`config.mk`:
```
export PLATFORM = sky130hd
export DESIGN_NAME = fifo_flops_param
export DESIGN_NICKNAME = d
export VERILOG_FILES = /design/src/rtl/fifo_flops_param.sv
export SDC_FILE = /design/constraint.sdc
export NUM_CORES = 1
export LEC_CHECK = 0
export CAP_MARGIN = 40
export CORE_UTILIZATION = 45
export DETAILED_ROUTE_END_ITERATION = 16
export HOLD_SLACK_MARGIN = 0.1
export SETUP_SLACK_MARGIN = 0.2
export SYNTH_ARGS = -nofsm -noshare
export SYNTH_HDL_FRONTEND = slang
export SYNTH_SLANG_ARGS = --single-unit
```
`constraint.sdc`:
```
create_clock -name clk -period 2.6 [get_ports clk]
set_input_delay 0.52 -clock clk [delete_from_list [all_inputs] [get_ports clk]]
set_output_delay 0.52 -clock clk [all_outputs]
set_load 0.01 [all_outputs]
```
`src/rtl/fifo_flops_param.sv`:
```
// Parametrised flop-based synchronous FIFO with occupancy count, programmable
// almost-full/almost-empty thresholds, sticky error flags and FWFT/registered read.
module fifo_flops_param #(
  parameter int unsigned depth  = 16,
  parameter int unsigned bits   = 32,
  parameter int unsigned af_thr = depth - 2,
  parameter int unsigned ae_thr = 2,
  parameter bit          fwft   = 1'b1
) (
  input  logic                         clk,
  input  logic                         rst,
  input  logic [bits-1:0]              Din,
  input  logic                         push,
  input  logic                         pop,
  input  logic                         clr_err,
  output logic [bits-1:0]              Dout,
  output logic                         full,
  output logic                         pndng,
  output logic [$clog2(depth+1)-1:0]   count,
  output logic                         almost_full,
  output logic                         almost_empty,
  output logic                         overflow,
  output logic                         underflow
);

  localparam int unsigned PW = $clog2(depth);
  localparam int unsigned CW = $clog2(depth + 1);

  typedef enum logic [1:0] {
    S_EMPTY  = 2'd0,
    S_ACTIVE = 2'd1,
    S_FULL   = 2'd2
  } state_t;

  state_t            r_state;
  logic [PW-1:0]     r_wr_ptr;
  logic [PW-1:0]     r_rd_ptr;
  logic [CW-1:0]     r_count;
  logic              r_full;
  logic              r_pndng;
  logic              r_almost_full;
  logic              r_almost_empty;
  logic              r_overflow;
  logic              r_underflow;
  logic [bits-1:0]   r_mem [depth];

  logic              w_pop_acc;
  logic              w_push_acc;
  logic              w_push_only;
  logic              w_pop_only;
  logic              w_ovf_set;
  logic              w_unf_set;
  logic [CW-1:0]     w_count_nxt;

  // Pointers wrap by explicit compare so non-power-of-2 depths work
  function automatic logic [PW-1:0] ptr_inc(input logic [PW-1:0] p);
    return (p == PW'(depth - 1)) ? '0 : p + PW'(1);
  endfunction

  // Accept decisions; a pop on a full FIFO frees the slot for a same-cycle push
  always_comb begin
    w_pop_acc   = pop && (r_state != S_EMPTY);
    w_push_acc  = push && ((r_state != S_FULL) || w_pop_acc);
    w_push_only = w_push_acc && !w_pop_acc;
    w_pop_only  = w_pop_acc && !w_push_acc;
    w_ovf_set   = push && !w_push_acc;
    w_unf_set   = pop && !w_pop_acc;
    w_count_nxt = r_count;
    if (w_push_only) begin
      w_count_nxt = r_count + CW'(1);
    end else if (w_pop_only) begin
      w_count_nxt = r_count - CW'(1);
    end
  end

  // Status FSM plus registered occupancy flags, all derived from the next count
  always_ff @(posedge clk or negedge rst) begin
    if (!rst) begin
      r_state        <= S_EMPTY;
      r_count        <= '0;
      r_full         <= 1'b0;
      r_pndng        <= 1'b0;
      r_almost_full  <= 1'b0;
      r_almost_empty <= 1'b1;
    end else begin
      case (r_state)
        S_EMPTY: begin
          if (w_push_only) r_state <= S_ACTIVE;
        end
        S_ACTIVE: begin
          if (w_push_only && (r_count == CW'(depth - 1))) begin
            r_state <= S_FULL;
          end else if (w_pop_only && (r_count == CW'(1))) begin
            r_state <= S_EMPTY;
          end
        end
        S_FULL: begin
          if (w_pop_only) r_state <= S_ACTIVE;
        end
        default: r_state <= S_EMPTY;
      endcase
      r_count        <= w_count_nxt;
      r_full         <= (w_count_nxt == CW'(depth));
      r_pndng        <= (w_count_nxt != '0);
      r_almost_full  <= (w_count_nxt >= CW'(af_thr));
      r_almost_empty <= (w_count_nxt <= CW'(ae_thr));
    end
  end

  always_ff @(posedge clk or negedge rst) begin
    if (!rst) begin
      r_wr_ptr <= '0;
      r_rd_ptr <= '0;
    end else begin
      if (w_push_acc) r_wr_ptr <= ptr_inc(r_wr_ptr);
      if (w_pop_acc)  r_rd_ptr <= ptr_inc(r_rd_ptr);
    end
  end

  always_ff @(posedge clk or negedge rst) begin
    if (!rst) begin
      r_mem <= '{default: '0};
    end else if (w_push_acc) begin
      r_mem[r_wr_ptr] <= Din;
    end
  end

  // Sticky errors: a new error in the clearing cycle wins
  always_ff @(posedge clk or negedge rst) begin
    if (!rst) begin
      r_overflow  <= 1'b0;
      r_underflow <= 1'b0;
    end else begin
      r_overflow  <= w_ovf_set || (r_overflow && !clr_err);
      r_underflow <= w_unf_set || (r_underflow && !clr_err);
    end
  end

  generate
    if (fwft) begin : g_fwft
      assign Dout = r_mem[r_rd_ptr];
    end else begin : g_reg
      logic [bits-1:0] r_dout;
      always_ff @(posedge clk or negedge rst) begin
        if (!rst) begin
          r_dout <= '0;
        end else if (w_pop_acc) begin
          r_dout <= r_mem[r_rd_ptr];
        end
      end
      assign Dout = r_dout;
    end
  endgenerate

  assign full         = r_full;
  assign pndng        = r_pndng;
  assign count        = r_count;
  assign almost_full  = r_almost_full;
  assign almost_empty = r_almost_empty;
  assign overflow     = r_overflow;
  assign underflow    = r_underflow;

endmodule

```
==> metrics <==
HPWL after detailed placement=roughly 35000 um; total wire length=between 50000 and 60000 um; Cells after DPL=2310; CTS Buf Count=57; Core Footprint=about 54000 sq um; Flop pwr share=0.366; Avg Cell Area, Syn=15.8 sq um; first-pass GRT wire length=approximately 94000 um; wire per inst=roughly 24 um; GP Congestion=0.767; Skew-Pair Late Insertion Delay=0.61 ns; design area=just under 30000 sq um; Post-Synth Adder-Cell Area=0.00461; CP cell instances=buf_12 > buf_12 > buf_16 > buf_6 > buf_4 > mux4_2 > mux2i_1 > a21oi_1 > buf_2; crit path to=Dout[8]; most used cell, CP=buf_12; endpoints failing hold=0; final worst setup slack=-0.512 ns; overall routing resource usage=0.221; crit path launch=r_rd_ptr[0]; Critical Path RT=roughly 2.1 ns; XOR/XNOR share of the synthesized area=0.00179; dpl cell area=27000 sq um; TritonCTS clock tree=yes; Via Count=13992; commonest cells after routing, fill and taps aside=dfrtp_1 (528), mux2_2 (492), mux4_2 (128); power per cell area=approximately 1300 nW/um^2; CP Depth=9; delay-heaviest family, CP=buffers and inverters; initial core utilization=0.455; detail-routed via count per cell=5.68; largest net degree at the start of global routing=87; total grt overflow=0; switching share of total power=0.304; DRT iter0 DRCs=~800; worst hold slack=around 0.43 ns; Clock Tree Buf Depth=3; Mapped Area=~24000 sq um; mux cell area share after synthesis=0.368; most common cell after layout, fill and taps aside=dfrtp_1; vias in the first global route=about 16000; largest area contributor in the netlist=dfrtp_1; leakage power total=between 10 and 15 nW; RR Startpoint=r_state[0]; clock root buffer=clkbuf_16; Synth Flop Type=dfrtp_1; dominant combinational cell family by area after synthesis=multiplexers; CTS sink count=533; htree depth=2; placement row count=between 80 and 90; arrival time worst endpoint=around 2.6 ns; Worst Setup Start Kind=register; fin cells=roughly 2500; FF-to-FF path depth=7; Syn. warnings=0; Reg-to-Reg End=r_mem[257]; Layout Nets=1768; P&R area growth vs syn=22.2%; critical path capture point type=output port; Internal=~0.027 W; DIE AREA=55200 sq um; layout cells sized above 1=0.564; IO Port Bufs=between 70 and 80; Post-route DRC=0; Slew Limit Fails=0; Hold/Removal Path Class=primary input to asynchronous set/reset pin; number of synthesized register bits=~530; Seq/Total Area, Yosys=0.546; Clock Skews=0.0176 ns; shortest period the worst path allows=between 3 and 4 ns; Reg2Reg Setup Slack=between 0.3 and 0.4 ns; RSZ-0062 raised after global routing=yes; Final ANT Viol Nets=0; critical path type=register to output port; clock network power share=0.219; top cell type's share of synthesized area=0.545; combinational power share=0.415; Mapped Cells=about 1500; n_diodes=0; initial antenna violation count=0; Worst-Margin Slew=0.577 ns; Max-Cap Viols=0; outcome=complete, but fails checks; Net Switching=between 0.01 and 0.015 W; Synth cell types=55; Async SR Flop Fraction=1.00; Max rail drop VDD=0.778 mV; Mapped Nets=between 1500 and 2000; Tot Pwr=0.0388 W; final setup violation count=32; router iterations before antenna repair=5; CP max stage cell=dfrtp_4; WP buf/inv=6; Reg clk slew, reported paths=about 0.06 ns; Synth Area in Compound Gates=0.0266; Slew headroom=0.614; Chip Height=about 230 um; Worst path max stage delay=a little over 0.5 ns; final worst-path cycle share=1.20; failing checks=negative setup slack; Die Wd=235 um; fmax=roughly 320 MHz; simple-gate share of the synthesized area=0.0221; EDFF count, synth=0; crit-path max FO=7; largest cells by area after synthesis=dfrtp_1 (55%), mux2_2 (23%), mux4_2 (12%); io pins=80
## worst register-to-register path, delay by kind of cell, from the launching register on
family                 cells  cell delay [ns]
buffers and inverters      3             0.58
DFF                        1             0.57
muxes                      1             0.35
and+or+nand+nor            3             0.63
## cell usage after synthesis (2+ instances only)
| cell type | count |
|---|---|
| ha_1 | 9 |
| nand4_1 | 5 |
| a211oi_1 | 32 |
| nand3_2 | 5 |
| a21o_1 | 2 |
| nand3b_1 | 2 |
| nor2_1 | 5 |
| and3_1 | 3 |
| inv_1 | 8 |
| mux2i_1 | 34 |
| mux2_1 | 20 |
| clkbuf_1 | 59 |
| buf_6 | 5 |
| buf_4 | 28 |
| dfrtp_1 | 532 |
| mux2_2 | 492 |
| a22o_1 | 2 |
| nand3_1 | 10 |
| o21ai_0 | 6 |
| a21oi_1 | 36 |
| buf_2 | 44 |
| mux4_2 | 128 |
| nor3_1 | 2 |
| xnor2_1 | 5 |
| nor2b_1 | 34 |
| nand2_1 | 12 |
## metrics by stage
stage	setup WS, ns	util	setup TNS [ns]
after floorplan	0.264	-	0
after global placement	-0.227	0.503	-11.79
after detailed placement	-0.228	0.503	-11.78
after CTS	-0.563	0.552	-14.63
after global routing	-0.604	0.556	-16.43
final	-0.512	0.556	-13.62
## kinds of logic (layout without fill, tap and decap cells)
logic type | after synthesis | in the layout
compound gates | 94 | 94
fa+ha+maj | 9 | 9
xor+xnor | 5 | 5
mux | 674 | 674
flops | 533 | 533
buf+inv | 146 | 365
simple gates | 88 | 88
## cell type report
cell class | instances | area [sq um]
timing repair buffer | 252 | 2970
inverter | 8 | 30.0
tap | 696 | 871
fill | 4307 | 23900
sequential | 533 | 13400
clock inverter | 23 | 304
clock buffer | 82 | 1670
multi-input combinational | 870 | 10600
## flip-flops by register name, indices dropped and copies added (netlist names), 2 cells and up
name / cells
r_mem: 512
count: 5
r_rd_ptr: 4
r_wr_ptr: 4
r_state: 2
## routing by layer
| layer | track usage | wire length (um) |
|---|---|---|
| met5 | 0 | 0 |
| met3 | 0.0341 | 1860 |
| met4 | 0.0564 | 1280 |
| met1 | 0.307 | 26800 |
| met2 | 0.364 | 28700 |
## power groups by stage
| stage | combinational, W | clock, W | sequential (W) |
|---|---|---|---|
| 6_report | 0.0161 | 0.00851 | 0.0142 |
| 2_1_floorplan | 0.0104 | 0 | 0.0135 |
| 5_1_grt | 0.0173 | 0.00910 | 0.0147 |
| 3_3_place_gp | 0.0144 | 0 | 0.0142 |
| 4_1_cts | 0.0159 | 0.00876 | 0.0142 |
| 3_5_place_dp | 0.0147 | 0 | 0.0143 |
## worst min-delay path by stage
stage,start,to,slack (ns),depth (start not counted)
global route,rst,full,0.48,2
detailed placement,rst,full,0.47,1
global placement,r_mem[3],r_mem[3],0.46,1
CTS,rst,full,0.44,2
floorplan,rst,almost_full,0.22,0
finish,rst,full,0.43,2
## what timing repair did
action,4_1_cts,5_1_grt
buffers inserted,33,9
resized for setup,211,21
hold buffers,1,0
gates cloned,5,1
setup endpoints to repair,32,32
pin swaps,31,13
endpoints found under the hold margin,41,0
No activity file was read; power rests on OpenSTA's default activity.
==> RTL change (same flow settings) <==
Change the parameter `bits` from 32 to 16.
--- a/src/rtl/fifo_flops_param.sv
+++ b/src/rtl/fifo_flops_param.sv
@@ -4,3 +4,3 @@
   parameter int unsigned depth  = 16,
-  parameter int unsigned bits   = 32,
+  parameter int unsigned bits   = 16,
   parameter int unsigned af_thr = depth - 2,
Interface: changed (resized Din and Dout); port bits go from 80 to 48. No check against the original RTL was run, so the function may have changed too.
==> RTL change against the original RTL <==
  * The run still ends with setup timing left
  * First-iteration DRC count shrank 42%
  * Synthesized area shrank 45%
  * Final area shrank 44%
  * Critical path depth shrank 1
  * Synthesized cell count shrank 42%
  * Count of clock-buffer cells in the layout shrank 35
  * Worst hold slack gained 63 ps
  * Clock skew grew 3.0 ps
  * Sequential cell count shrank 256
  * Worst setup slack gained 130 ps
  * Routed wire length shrank 44%
  * Sequential share of layout area shrank 3.2 points
  * Total power shrank 43%
  * Sequential power shrank 47%
  * Critical path type unchanged
  * Critical endpoint is now Dout[13]
==> RTL change: results <==
group,metric,value,unit
run_status,status,"finished with violations",
run_status,violations,"setup timing",
layout,drive_above_1_share,0.428,
global_routing,grt_pass1_vias,8457,
layout,num-multi-input-gates,550,
layout,fillers,2381,
drt,vias_per_cell,5.55,
logic_synthesis,syn_nets,935,
floorplanning,core_area,0.0296,mm2
global_routing,grt_pass1_wl,52.2,mm
global_routing,grt_max_degree,69,
sta,slew_headroom,0.543,
logic_synthesis,synth.area.top_cells,"dfrtp_1 51%, mux2_4 11%, mux2_1 8.3%, mux2_2 6.2%, mux4_2 5.3%",
critical_path,cp_slowest_stage_delay,560,ps
logic_synthesis,syn_inst,905,
global_routing,grtUsageMet1,0.318,
global_routing,use_met2,0.365,
layout,nonClkBufAreaFrac,0.110,
layout,n_all_buffers,142,
placement,dpl_cell_area,0.0149,mm2
layout,finalNetCount,1040,
sta,skew,20.6,ps
global_routing,met3_usage,0.0283,
layout,clkbuf_count,47,
critical_path,r2r-start,"count[1]",
layout,multi_input_area_share,0.380,
sta,setup_viol,16,
power,leakagePower,7.68,nW
layout,utilization,0.565,
power,ir_drop,0.000763,V
layout,largest_reg_flops,256,
drt,drtIter0Drc,462,
placement,place_hpwl,20.2,mm
placement,placed_cells,1336,
sta,fin_ws,-385,ps
drt,dr_total_vias,7904,
placement,gp_congestion,0.730,
min_path,min_path_type,"flop to flop",
logic_synthesis,synth_fa_ha_area_frac,0.00835,
logic_synthesis,synth-seq-area-share,0.514,
logic_synthesis,synth_compound_area_frac,0.0525,
placement,portBuffers,47,
clocking,clk_latency,560,ps
critical_path,r2r-end,"pndng",
logic_synthesis,synth_mux_area_frac,0.348,
layout,clock_area_frac,0.0639,
logic_synthesis,synthTopCellsByCount,"276 x dfrtp_1, 99 x mux2_1, 99 x mux2_4, 74 x mux2_2, 52 x mux2i_1",
critical_path,crit_arrival,2460,ps
drt,routed_wl,33.0,mm
drt,dr.pass1.iters,4,
layout,nFlopsAndLatches,277,
sta,holdWs,488,ps
layout,seq_area,0.00694,mm2
critical_path,cp_max_fo,8,
global_routing,grt_usage,0.223,
clocking,cts.htree.levels,1,
sta,finalSetupTns,-4620,ps
logic_synthesis,synth_xor_area_frac,0.00325,
## RTL change: cell count changes in the layout (fill, tap and decap cells not counted), moves of 18 or more
cell	delta
buf_4	-38
mux2_4	+99
clkbuf_16	-29
mux2_1	+79
o21ai_1	+22
nor2b_1	-22
a211oi_2	-27
mux2_2	-418
dfrtp_1	-254
buf_2	-25
mux2i_1	+18
buf_12	-25
mux4_2	-96
## RTL change: worst max-delay path, delay by kind of cell (launching register included)
family                 cells  cell delay (ps)
buffers and inverters      5              650
flip-flops                 1              560
multiplexers               1              430
AO/OA/AOI/OAI              1              170
AND/OR/NAND/NOR            1               80
## RTL change: power by group through the flow
| stage | logic [W] | registers, W | clock network [W] |
|---|---|---|---|
| finish | 0.00998 | 0.00752 | 0.00455 |
| global route | 0.0107 | 0.00776 | 0.00482 |
| CTS | 0.00963 | 0.00749 | 0.00465 |
| detailed placement | 0.00853 | 0.00750 | 0 |
| global placement | 0.00838 | 0.00748 | 0 |
| floorplan | 0.00579 | 0.00711 | 0 |
## RTL change: repair_timing
item                                   CTS  global route
hold buffers                             1             0
endpoints found under the hold margin   56             0
pin swaps                               32            25
gates resized for setup                140            40
buffers inserted                        18             5
setup endpoints to repair               16            16
gates cloned                             7             0
## RTL change: worst max path at each step
stage,start,end,slack (ps)
after global placement,r_rd_ptr[1],Dout[8],-70
after floorplan,r_rd_ptr[0],Dout[11],460
after global routing,r_rd_ptr[0],Dout[13],-460
after CTS,r_rd_ptr[0],Dout[5],-350
after detailed placement,r_rd_ptr[0],Dout[8],-60
final,r_rd_ptr[0],Dout[13],-380
## RTL change: per-layer routing
layer  share of wire  vias to the layer above
met3           0.033                       42
met5               0                        -
met2            0.48                      129
met4           0.021                        0
li1                -                     3576
met1            0.47                     4157
